--- src/rtl/mem_bus_arbiter.sv ---
// Two-master round-robin arbiter for a single shared memory port, with a
// per-transaction wait timeout that completes the access with an error flag.
module mem_bus_arbiter #(
    parameter logic [7:0] TIMEOUT = 8'd64
) (
    input  logic        clk,
    input  logic        reset,

    input  logic        m0_valid,
    input  logic        m0_wen,
    input  logic [31:0] m0_addr,
    input  logic [31:0] m0_wdata,
    input  logic [3:0]  m0_wstrb,
    output logic        m0_ready,
    output logic        m0_err,
    output logic [31:0] m0_rdata,

    input  logic        m1_valid,
    input  logic        m1_wen,
    input  logic [31:0] m1_addr,
    input  logic [31:0] m1_wdata,
    input  logic [3:0]  m1_wstrb,
    output logic        m1_ready,
    output logic        m1_err,
    output logic [31:0] m1_rdata,

    output logic        s_valid,
    output logic        s_wen,
    output logic [31:0] s_addr,
    output logic [31:0] s_wdata,
    output logic [3:0]  s_wstrb,
    input  logic        s_ready,
    input  logic [31:0] s_rdata,

    output logic [1:0]  grant,
    output logic        dbg_state
);

    typedef enum logic {IDLE = 1'b0, BUSY = 1'b1} state_t;

    state_t      state_q;
    logic [1:0]  grant_q;
    logic        last_q;     // 1 = master 1 was served last
    logic [7:0]  wait_q;

    logic busy;
    logic sel1;
    logic timeout_hit;
    logic finish;
    logic done_ok;
    logic pick_m1;

    assign busy        = (state_q == BUSY);
    assign sel1        = grant_q[1];
    assign timeout_hit = (TIMEOUT != 8'd0) && (wait_q == (TIMEOUT - 8'd1)) && !s_ready;
    assign done_ok     = busy && s_ready;
    assign finish      = done_ok || (busy && timeout_hit);
    // Contention goes to whoever was not served last; a lone requester always wins.
    assign pick_m1     = m1_valid && (!m0_valid || !last_q);

    assign s_valid   = busy;
    assign s_wen     = busy && (sel1 ? m1_wen : m0_wen);
    assign s_addr    = busy ? (sel1 ? m1_addr  : m0_addr)  : 32'h0;
    assign s_wdata   = busy ? (sel1 ? m1_wdata : m0_wdata) : 32'h0;
    assign s_wstrb   = busy ? (sel1 ? m1_wstrb : m0_wstrb) : 4'h0;

    assign m0_ready  = finish && grant_q[0];
    assign m0_err    = busy && timeout_hit && grant_q[0];
    assign m0_rdata  = (done_ok && grant_q[0]) ? s_rdata : 32'h0;
    assign m1_ready  = finish && grant_q[1];
    assign m1_err    = busy && timeout_hit && grant_q[1];
    assign m1_rdata  = (done_ok && grant_q[1]) ? s_rdata : 32'h0;

    assign grant     = grant_q;
    assign dbg_state = state_q;

    always_ff @(posedge clk or negedge reset) begin
        if (!reset) begin
            state_q <= IDLE;
            grant_q <= 2'b00;
            last_q  <= 1'b1;
            wait_q  <= 8'd0;
        end else begin
            case (state_q)
                IDLE: begin
                    if (m0_valid || m1_valid) begin
                        state_q <= BUSY;
                        grant_q <= pick_m1 ? 2'b10 : 2'b01;
                        wait_q  <= 8'd0;
                    end
                end
                BUSY: begin
                    if (finish) begin
                        state_q <= IDLE;
                        grant_q <= 2'b00;
                        last_q  <= grant_q[1];
                    end else begin
                        wait_q  <= wait_q + 8'd1;
                    end
                end
                default: state_q <= IDLE;
            endcase
        end
    end

endmodule

--- config.mk ---
export PLATFORM = sky130hd
export DESIGN_NAME = mem_bus_arbiter
export DESIGN_NICKNAME = d
export VERILOG_FILES = /design/src/rtl/mem_bus_arbiter.sv
export SDC_FILE = /design/constraint.sdc
export NUM_CORES = 1
export LEC_CHECK = 0
export BUFFER_PORTS_ARGS = -buffer_cell sky130_fd_sc_hd__buf_2
export CORE_AREA = 2 2 122 124
export CTS_BUF_LIST = sky130_fd_sc_hd__clkbuf_8
export DETAILED_ROUTE_END_ITERATION = 8
export DIE_AREA = 0 0 124 126
export GPL_TIMING_DRIVEN = 1
export PLACE_DENSITY = 0.51
export SLEW_MARGIN = 10
export SYNTH_ARGS = -nofsm -noshare
export SYNTH_HDL_FRONTEND = slang
export SYNTH_SLANG_ARGS = --single-unit
--- constraint.sdc ---
create_clock -name clk -period 2.15 [get_ports clk]
set_input_delay 0 -clock clk [delete_from_list [all_inputs] [get_ports clk]]
set_output_delay 0 -clock clk [all_outputs]
set_load 0.005 [all_outputs]
Word-level counts from Yosys, hierarchy flattened

Index checks and enable logic that the tools add are counted.

Add/sub/neg operators: 1
Equality and inequality tests: 4
Muxes and demuxes: 19
Bitwise logic cells: 1
Reductions and logical operators: 20

Operators with widths:

| cell                  | count |
|---|---|
| $mux W32              | 6 |
| $mux W8               | 2 |
| $pmux W8 S2           | 1 |
| $logic_and A1 B1 Y1   | 11 |
| $add A8 B1 Y8 const B | 1 |
| $eq A8 B6 Y1 const B  | 1 |
| $mux W4               | 2 |
| $mux W2               | 3 |
| $reduce_and A2 Y1     | 3 |
| $ne A2 B2 Y1 const B  | 2 |
| $pmux W2 S2           | 1 |
| $logic_not A1 Y1      | 3 |
| $logic_or A1 B1 Y1    | 3 |
| $mux W1               | 3 |
| $ne A2 B1 Y1 const B  | 1 |
| $pmux W1 S2           | 1 |
| $not A1 Y1            | 1 |

Bits in registers: 12
Output and inout port bits: 141

Logic depth before layout (Yosys ltp)

Gate-level depths: netlist (run 1).

Depth in word-level cells: 6
Depth in mapped cells: 6
Depth with buffers taken out: 5

Least setup slack after synthesis (run 1)

No wires, ideal clock.

Path kind: reg-to-reg
From: reg wait_q[0]
To: reg wait_q[3]
Arrival: 1.502 ns
Data required time: 2.081 ns
Setup slack: 0.579 ns
Stages on the path, launching flop included: 6
Path buffers: 0
Clock period less this slack: 1.571 ns
Path through: dfrtp_1 > ha_1 > nand3_2 > o41ai_4 > or4_2 > nand3_1

Longest elaborated chain between the ends: 6

RTL lines:

| item                                                  | RTL line | text |
|---|---|---|
| start, declared                                       | 44       | `logic [7:0] wait_q;` |
| start signal, assigned                                | 98       | `wait_q <= wait_q + 8'd1;` |
| branches (longest 6 deep; another with $add A8 B1 Y8) | --       |  |

Parallel ways; which one is timed is not known. The select of a mux whose other input is x is not followed.
A chain may end at the register's enable or synchronous reset.

Final worst setup path (run 1)

From: reg wait_q[0]
To: out m1_ready

Longest elaborated chain between the ends: 5

RTL lines:

| item                | RTL line | text |
|---|---|---|
| $eq A8 B6 Y1        | 55       | `assign timeout_hit = (TIMEOUT != 8'd0) && (wait_q == (TIMEOUT - 8'd1)) && !s_ready;` |
| $logic_and A1 B1 Y1 | 55       |  |
| $logic_and A1 B1 Y1 | 57       | `assign finish = done_ok \|\| (busy && timeout_hit);` |
| $logic_or A1 B1 Y1  | 57       |  |
| $logic_and A1 B1 Y1 | 70       | `assign m1_ready = finish && grant_q[1];` |
| end, declared       | 23       | `output logic m1_ready,` |

Every way passes these cells.

==> results of run 1 <==
==> where the power goes <==
group	total, mW	leakage (nW)	internal (mW)	switching (mW)
Clock	0.254	0.0288	0.162	0.0919
Combinational	1.03	2.18	0.532	0.500
Sequential	0.319	0.154	0.262	0.0573
Total	1.60	2.37	0.956	0.649
==> how the worst max path moves through the flow <==
stage / to / slack [ns] / cells after the start
after detailed placement: wait_q[3] / 0.34 / 6
after CTS: m1_ready / 0.28 / 6
after global placement: wait_q[3] / 0.35 / 6
after floorplan: wait_q[3] / 0.58 / 5
after global routing: m0_ready / 0.13 / 7
final: m1_ready / 0.30 / 6
==> flip-flops by register name (all words and copies together) (netlist names) <==
register   cells
wait_q         8
last_q         1
grant          2
dbg_state      1
==> kinds of logic (layout without fill, tap and decap cells) <==
logic type	after synthesis	count (layout)	synth area share, %
simple gates	167	167	38.6
fa+ha+maj	1	1	0.582
flops	12	12	14.0
buf+inv	29	334	6.05
xor+xnor	2	2	0.815
mux	70	70	32.6
compound gates	21	21	7.28
==> final cells by class <==
type | count | area, um^2 | share of cell area [%]
Multi-Input combinational cell | 261 | 1720 | 43.0
Timing Repair Buffer | 326 | 1670 | 41.8
Sequential cell | 12 | 305 | 7.63
Tap cell | 184 | 230 | 5.75
Clock buffer | 4 | 55.1 | 1.38
Inverter | 4 | 15.0 | 0.375
==> cells in the final DEF, fill, tap and decap left out, types with 3 or more instances in the layout <==
cell	instances
buf_2	315
nor2_1	73
mux2i_1	70
and2_1	64
nand2_1	13
dfrtp_1	10
buf_4	9
o21ai_0	5
clkbuf_8	4
and3_1	3
inv_1	3
a21oi_1	3
o211ai_1	3
==> metrics by stage <==
step                      hold slack, ns  total power, mW  setup WS, ns  area, um^2  cells
after floorplan                   -0.296            0.842         0.579        2150    302
after global placement           -0.0926             1.37         0.353        3940    786
after detailed placement         -0.0967             1.38         0.335        3940    786
after CTS                          0.150             1.64         0.281        4000    791
after global routing               0.175             1.76         0.128        4000    791
final                              0.149             1.60         0.296        4000    791
==> per-layer routing <==
metal  vias to the layer above  share of wire (%)  global-route usage [%]
met2                       195                 52                    24.5
met1                      1365                 36                    13.3
met3                         6                 11                    3.85
met5                         -                  0                       0
li1                       1613                  -                       -
met4                         0                1.1                    1.72
==> worst max-delay path: cells and delay by family, from the launching register on <==
| kind | cells | cell delay (ns) |
|---|---|---|
| compound gates | 1 | 0.30 |
| fa+ha+maj | 1 | 0.20 |
| buf+inv | 2 | 0.35 |
| flops | 1 | 0.40 |
| simple gates | 2 | 0.36 |
==> timing repair <==
item                      CTS  global route
setup buffers               0             0
hold buffers                1             0
hold endpoints to repair   12             0
==> flow_summary.yaml, run 1 <==
run_status:
  status: "complete, no violations"
grt:
  antenna_found_initial: 1
  overflow: 0
  grt_max_degree: 41
  track_usage_pct: 12.6
  grt_pass1_vias: 2859
  grt_pass1_wl_mm: 15.2
cells_and_area:
  insertedDiodeCount: 0
  drive_gt1_share_pct: 55.8
  fillers: 1681
  fin_nets: 784
  postLayoutCoreUtil_pct: 28.0
  syn2layout_area_growth_pct: 86.2
detailed_routing:
  wl_per_cell_um: 13.4
  first_pass_iters: 4
  vias: 3179
  drc_errors: 0
  antenna_left: 0
  totalWireLength_mm: 10.6
  vias_per_cell: 4.02
  first_iter_violations: 73
floorplan:
  die_height_um: 126
  initial_core_util_pct: 15.0
  die_w_um: 124
  rows: 44
  core_um2: 14300
  die-area_um2: 15600
  ios: 316
critical_path:
  worstReg2RegStart: "wait_q[0]"
  crit_start: "wait_q[0]"
  crit_slowest_cell: "dfrtp_1"
  r2r_slack_ns: 0.32
  r2r_end: "wait_q[3]"
  worstRegToRegCells: 6
  crit_path_end_kind: "primary output"
  cp_max_fo: 12
  critPathLaunchType: "register"
  cp_cell_sequence: "ha_1, nand3_2, o41ai_4, buf_4, and3_2, buf_2"
  crit_arrival_ns: 1.85
  crit_required_ns: 2.15
  path_class: "register to primary output"
  cpPeakStageDelay_ns: 0.40
power:
  p_leak_nw: 2.37
  ir_worst_vdd_mv: 0.206
  p_per_area_nw_per_um2: 401
job:
  max_cap_viol_count: 0
sta:
  fin_tns_setup_ns: 0
  clock_skew_ns: 0.00167
  period_share_pct: 86.2
  rsz0062_at_grt: "no"
  min_period_ns: 1.85
  drv_slew: 0
  max_freq_mhz: 539
  slew_headroom_pct: 68.8
  worst_pin_slew_ns: 0.464
  hold_viol_final: 0
  setup_viol: 0
logic_synthesis:
  synth.avg_cell_area_um2: 7.12
  syn_area_um2: 2150
  yosys_most_used_dff: "dfrtp_1"
  synth_seq_cells: 12
  syn_inst: 302
  ys_types: 35
  yosys_warnings: 0
  synth_most_common_cell: "nor2_1"
  synth-edff-count: 0
  async_flop_share_pct: 100
  synth_top_area_share_pct: 32.6
  yosysSeqAreaShare_pct: 14.0
  synth.net_count: 478
  synth.area.top_cells: "mux2i_1, and2_1, dfrtp_1"
  yosys-top-cells-count: "nor2_1, mux2i_1, and2_1, clkbuf_1, nand2_1"
  yosysTopAreaCell: "mux2i_1"
worst_hold_path:
  hold_start: "m1_valid"
  min_to: "grant[1]"
  hp-class: "primary input to register"
  hold_path_depth: 3
clock_tree:
  cts_resized: 0
  clock_latency_ns: 0.24
  cts-root-buf: "clkbuf_8"
  cts.clk_slew.worst_paths_ns: 0.06
  cts_max_path_buffers: 2
  cts_buffers: 3
  cts_tree: "done"
  h-tree-depth: 1
  cts.sinks: 12
placed_design:
  portBuffers: 315
  place_congestion: 0.796
  hpwl_mm: 9.36
No activity file was read; power rests on OpenSTA's default activity.
==> inputs of run 2 (changes only) <==
--- a/config.mk
+++ b/config.mk
@@ -12,6 +12,7 @@
 export DIE_AREA = 0 0 124 126
 export GPL_TIMING_DRIVEN = 1
 export PLACE_DENSITY = 0.51
+export REMOVE_ABC_BUFFERS = 1
 export SLEW_MARGIN = 10
 export SYNTH_ARGS = -nofsm -noshare
 export SYNTH_HDL_FRONTEND = slang
==> run 2 against run 1 <==
Compared with the run above: utilization shrank 0.070 points; largest cell class unchanged; highest routed layer unchanged; combinational power is essentially flat; maximum frequency shrank 6.2%; critical endpoint unchanged; register-to-register slack is essentially flat; flip-flop and latch count is the same; final area shrank 0.25%.
==> flow_summary.yaml, run 2 (synthesis gave the netlist of run 1 again) <==
sta:
  rsz0062_at_grt: "no"
  clock_skew_ns: 0.00818
  setup_ws_ns: 0.173
  period_share_pct: 91.9
  slew_headroom_pct: 74.6
  min_period_ns: 1.98
  drv_slew: 0
  worst_pin_slew_ns: 0.379
  hold_viol_final: 0
  setup_viol: 0
  max_freq_mhz: 506
cells_and_area:
  fillers: 1654
  final_common_cell: "buf_2"
  largest-register: "wait_q"
  syn2layout_area_growth_pct: 85.7
  layout_common_cells: "buf_2, nor2_1, mux2i_1"
  fin_nets: 784
  drive_gt1_share_pct: 55.7
  final_cells: 791
  largest_register_ffs: 8
  insertedDiodeCount: 0
detailed_routing:
  wl_per_cell_um: 12.6
  drc_errors: 0
  totalWireLength_mm: 9.96
  first_pass_iters: 4
  antenna_left: 0
  vias_per_cell: 4.03
  vias: 3189
  first_iter_violations: 86
power:
  p_clk_share_pct: 13.3
  switching_share_pct: 41.0
  ir_worst_vdd_mv: 0.176
  internal_power_uw: 920
  total_power_mw: 1.56
  p_comb_share_pct: 66.5
  seqPwrFrac_pct: 20.2
  p_per_area_nw_per_um2: 390
  p_leak_nw: 2.37
  p_sw_uw: 639
grt:
  antenna_found_initial: 0
  grt_pass1_vias: 2852
  overflow: 0
  track_usage_pct: 11.6
  grt_max_degree: 50
  grt_pass1_wl_mm: 14.4
clock_tree:
  h-tree-depth: 1
  clock_latency_ns: 0.24
  cts_tree: "done"
  cts_buffers: 3
  cts_setup_buffers: 0
  cts.clk_slew.worst_paths_ns: 0.06
  cts.sinks: 12
  cts-root-buf: "clkbuf_8"
  cts_max_path_buffers: 2
critical_path:
  crit_arrival_ns: 1.98
  path_buf_inv: 2
  worstReg2RegStart: "wait_q[0]"
  path_class: "register to primary output"
  crit_start: "wait_q[0]"
  r2r_end: "wait_q[1]"
  cp.depth: 6
  cp_max_fo: 8
  critPathLaunchType: "register"
  crit_path_end_kind: "primary output"
  worstRegToRegCells: 6
  cp_top_family: "compound AO/OA/AOI/OAI gates"
  cpPeakStageDelay_ns: 0.43
  crit_slowest_cell: "o41ai_4"
  r2r_slack_ns: 0.31
  cp_cell_sequence: "ha_1, nand3_2, o41ai_4, buf_4, and3_2, buf_2"
  crit_required_ns: 2.15
  cp-endpoint: "m1_ready"
floorplan:
  ios: 316
  die_w_um: 124
  die-area_um2: 15600
  core_um2: 14300
  initial_core_util_pct: 15.0
  die_height_um: 126
  rows: 44
placed_design:
  dpl.cell_count: 786
  dp_slack_ns: 0.351
  portBuffers: 315
  hpwl_mm: 8.77
  place_congestion: 0.813
worst_hold_path:
  hp-class: "primary input to register"
  hold_path_depth: 3
run_status:
  status: "complete, no violations"
job:
  max_cap_viol_count: 0
run 2: changes by cell type in the layout (fill, tap and decap cells not counted), sizes merged:
cell / delta
clkbuf: -1
inv: +1
run 2: repair_timing:
action / CTS / global route
resized for setup: 0 / 0
setup endpoints to repair: 0 / 0
endpoints found under the hold margin: 12 / 0
hold buffers: 1 / 0
run 2: area by class of cell:
class                      count  area [um^2]  area share (%)
clock inverter                 1         3.75          0.0940
timing repair buffer         326         1670            41.9
multi-input combinational    261         1720            43.2
sequential                    12          305            7.65
tap                          184          230            5.77
clock buffer                   3         41.3            1.03
inverter                       4         15.0           0.376
run 2: layer usage:
layer  track usage [%]  up-vias  wire length (um)  part of all wire, %
met5                 0        -                 0                    0
met1              13.3     1360              3790                   38
met4              1.78        0                96                 0.96
met2              22.8      204              5090                   51
met3              1.49        8               971                  9.8
li1                  -     1617                 -                    -
run 2: power groups by stage:
stage	logic, mW	clock network [mW]	registers [mW]
final	1.04	0.208	0.315
after detailed placement	1.06	0	0.319
after global routing	1.16	0.232	0.322
after global placement	1.05	0	0.318
after floorplan	0.480	0	0.370
after CTS	1.06	0.214	0.314
run 2: worst reg2reg max path, cell delays in order (launching register included):
cell and delay, ns:
dfrtp_1 0.40, ha_1 0.21, nand3_2 0.15, o41ai_4 0.43, buf_4 0.24, mux2i_1 0.20, o21ai_1 0.08
run 2: worst min-delay path by stage:
stage / slack, ns / to / startpoint
after CTS: 0.12 / grant[1] / m1_valid
final: 0.12 / grant[1] / m1_valid
after detailed placement: -0.1 / wait_q[5] / reset
after floorplan: -0.30 / dbg_state / reset
after global placement: -0.09 / wait_q[5] / reset
after global routing: 0.15 / wait_q[6] / s_ready
run 2: through the flow:
step | utilization, % | hold WS (ns) | instance area [um^2] | TNS (ns)
after detailed placement | 27.5 | -0.0979 | 3940 | 0
final | 27.9 | 0.124 | 3990 | 0
after CTS | 27.9 | 0.120 | 3990 | 0
after global routing | 27.9 | 0.149 | 3990 | 0
after global placement | 27.5 | -0.0934 | 3940 | 0
after floorplan | - | -0.296 | 2030 | -104.72
==> inputs of run 3 (changes only) <==
--- a/config.mk
+++ b/config.mk
@@ -5,13 +5,13 @@
 export SDC_FILE = /design/constraint.sdc
 export NUM_CORES = 1
 export LEC_CHECK = 0
-export BUFFER_PORTS_ARGS = -buffer_cell sky130_fd_sc_hd__buf_2
 export CORE_AREA = 2 2 122 124
 export CTS_BUF_LIST = sky130_fd_sc_hd__clkbuf_8
 export DETAILED_ROUTE_END_ITERATION = 8
 export DIE_AREA = 0 0 124 126
+export DONT_BUFFER_PORTS = 1
 export GPL_TIMING_DRIVEN = 1
-export PLACE_DENSITY = 0.51
+export PLACE_DENSITY = 0.32
 export REMOVE_ABC_BUFFERS = 1
 export SLEW_MARGIN = 10
 export SYNTH_ARGS = -nofsm -noshare
==> run 3 against run 2 <==
Compared with the run above: wire length fell by 3.5%; worst setup slack improved by 0.13 ns; maximum frequency rose by 7.0%; sequential share of layout area rose by 4.8 points; clock skew fell by 0.0047 ns; first-iteration DRC count fell by 29%; critical path type unchanged.
==> flow_summary.yaml, run 3 (synthesis gave the netlist of run 1 again) <==
run_status:
  status: "complete, no violations"
power:
  total_power_mw: 1.27
  p_leak_nw: 0.989
  ir_worst_vdd_mv: 0.214
  p_per_area_nw_per_um2: 515
placed_design:
  portBuffers: 0
  place_congestion: 0.863
  dpl.cell_count: 469
  hpwl_mm: 8.26
  dp_slack_ns: 0.318
clock_tree:
  cts.sinks: 12
  cts_tree: "done"
  clock_latency_ns: 0.25
  cts_max_path_buffers: 2
  cts_resized: 0
  cts.clk_slew.worst_paths_ns: 0.06
  ctsHoldBuffers: 3
  cts_setup_buffers: 0
  h-tree-depth: 1
  cts_buffers: 3
  cts-root-buf: "clkbuf_8"
cells_and_area:
  multiInputGateArea_um2: 1720
  syn2layout_area_growth_pct: 14.3
  final_common_cell: "nor2_1"
  drive_gt1_share_pct: 7.53
  insertedDiodeCount: 0
  regArea_um2: 305
  fillers: 1608
  largest_register_ffs: 8
  postLayoutCoreUtil_pct: 17.2
  fin_nets: 469
  layout_common_cells: "nor2_1, mux2i_1, and2_1"
  final_cells: 476
  largest-register: "wait_q"
detailed_routing:
  totalWireLength_mm: 9.61
  drc_errors: 0
  first_iter_violations: 61
  antenna_left: 0
  vias_per_cell: 4.51
  vias: 2148
  wl_per_cell_um: 20.2
  first_pass_iters: 4
grt:
  grt_pass1_vias: 1991
  overflow: 0
  grt_pass1_wl_mm: 12.8
  antenna_found_initial: 0
  track_usage_pct: 11.1
  grt_max_degree: 72
critical_path:
  crit_slowest_cell: "dfrtp_1"
  path_class: "register to primary output"
  worstRegToRegCells: 6
  crit_path_end_kind: "primary output"
  crit_arrival_ns: 1.85
  crit_required_ns: 2.15
  critPathLaunchType: "register"
  cp_max_fo: 12
  cp_cell_sequence: "ha_1, nand3_2, o41ai_4, buf_4, nand2_1, nor2_1"
  cpPeakStageDelay_ns: 0.40
sta:
  slew_headroom_pct: 60.5
  fin_tns_setup_ns: 0
  min_period_ns: 1.85
  worst_pin_slew_ns: 0.591
  max_freq_mhz: 541
  rsz0062_at_grt: "no"
  hold_viol_final: 0
  clock_skew_ns: 0.00348
  setup_viol: 0
  setup_ws_ns: 0.303
  drv_slew: 0
  period_share_pct: 85.9
floorplan:
  ios: 316
  die_w_um: 124
  die_height_um: 126
  core_um2: 14300
  initial_core_util_pct: 15.0
  die-area_um2: 15600
  rows: 44
worst_hold_path:
  hold_path_depth: 3
  hp-class: "primary input to register"
job:
  max_cap_viol_count: 0
-- run 3: routing by layer --
layer	global-route usage, %	up-vias	share of wire (%)
li1	-	986	-
met1	11.6	967	34
met2	22.7	193	56
met3	2.72	2	9.5
met4	0.595	0	0.17
met5	0	-	0
-- run 3: metrics by stage --
step / instance area [um^2] / hold WS (ns)
2_1_floorplan: 2030 / -0.296
3_3_place_gp: 2370 / -0.295
3_5_place_dp: 2370 / -0.295
4_1_cts: 2460 / 0.00171
5_1_grt: 2460 / 0.0355
6_report: 2460 / 0.0125
-- run 3: power by group --
group          leakage (nW)  internal (mW)  switching (mW)
registers             0.154          0.261          0.0667
logic                 0.806          0.279           0.398
clock network        0.0288          0.162          0.0987
total                 0.989          0.702           0.563
-- run 3: final cells by class --
cell class | instances | share of cell area (%)
inverter | 4 | 0.611
tap | 184 | 9.37
timing repair buffer | 11 | 5.20
clock buffer | 4 | 2.24
sequential | 12 | 12.4
multi-input combinational | 261 | 70.1
-- run 3: path summary, 6_finish.rpt --
check	startpoint	end	slack, ns
max reg2reg	wait_q[0]	wait_q[3]	0.31
max in group asynchronous	reset	grant[1]	1.51
min in group asynchronous	reset	wait_q[6]	0.19
max	wait_q[0]	m0_ready	0.30
min reg2reg	last_q	last_q	0.52
min	m0_valid	grant[0]	0.01
-- run 3: worst max-delay path, delay by kind of cell (launching register included) --
family / cells / cell delay, ns
AND/OR/NAND/NOR: 3 / 0.45
buffers and inverters: 1 / 0.23
flip-flops: 1 / 0.40
adder cells (fa/ha/maj): 1 / 0.21
AO/OA/AOI/OAI: 1 / 0.30
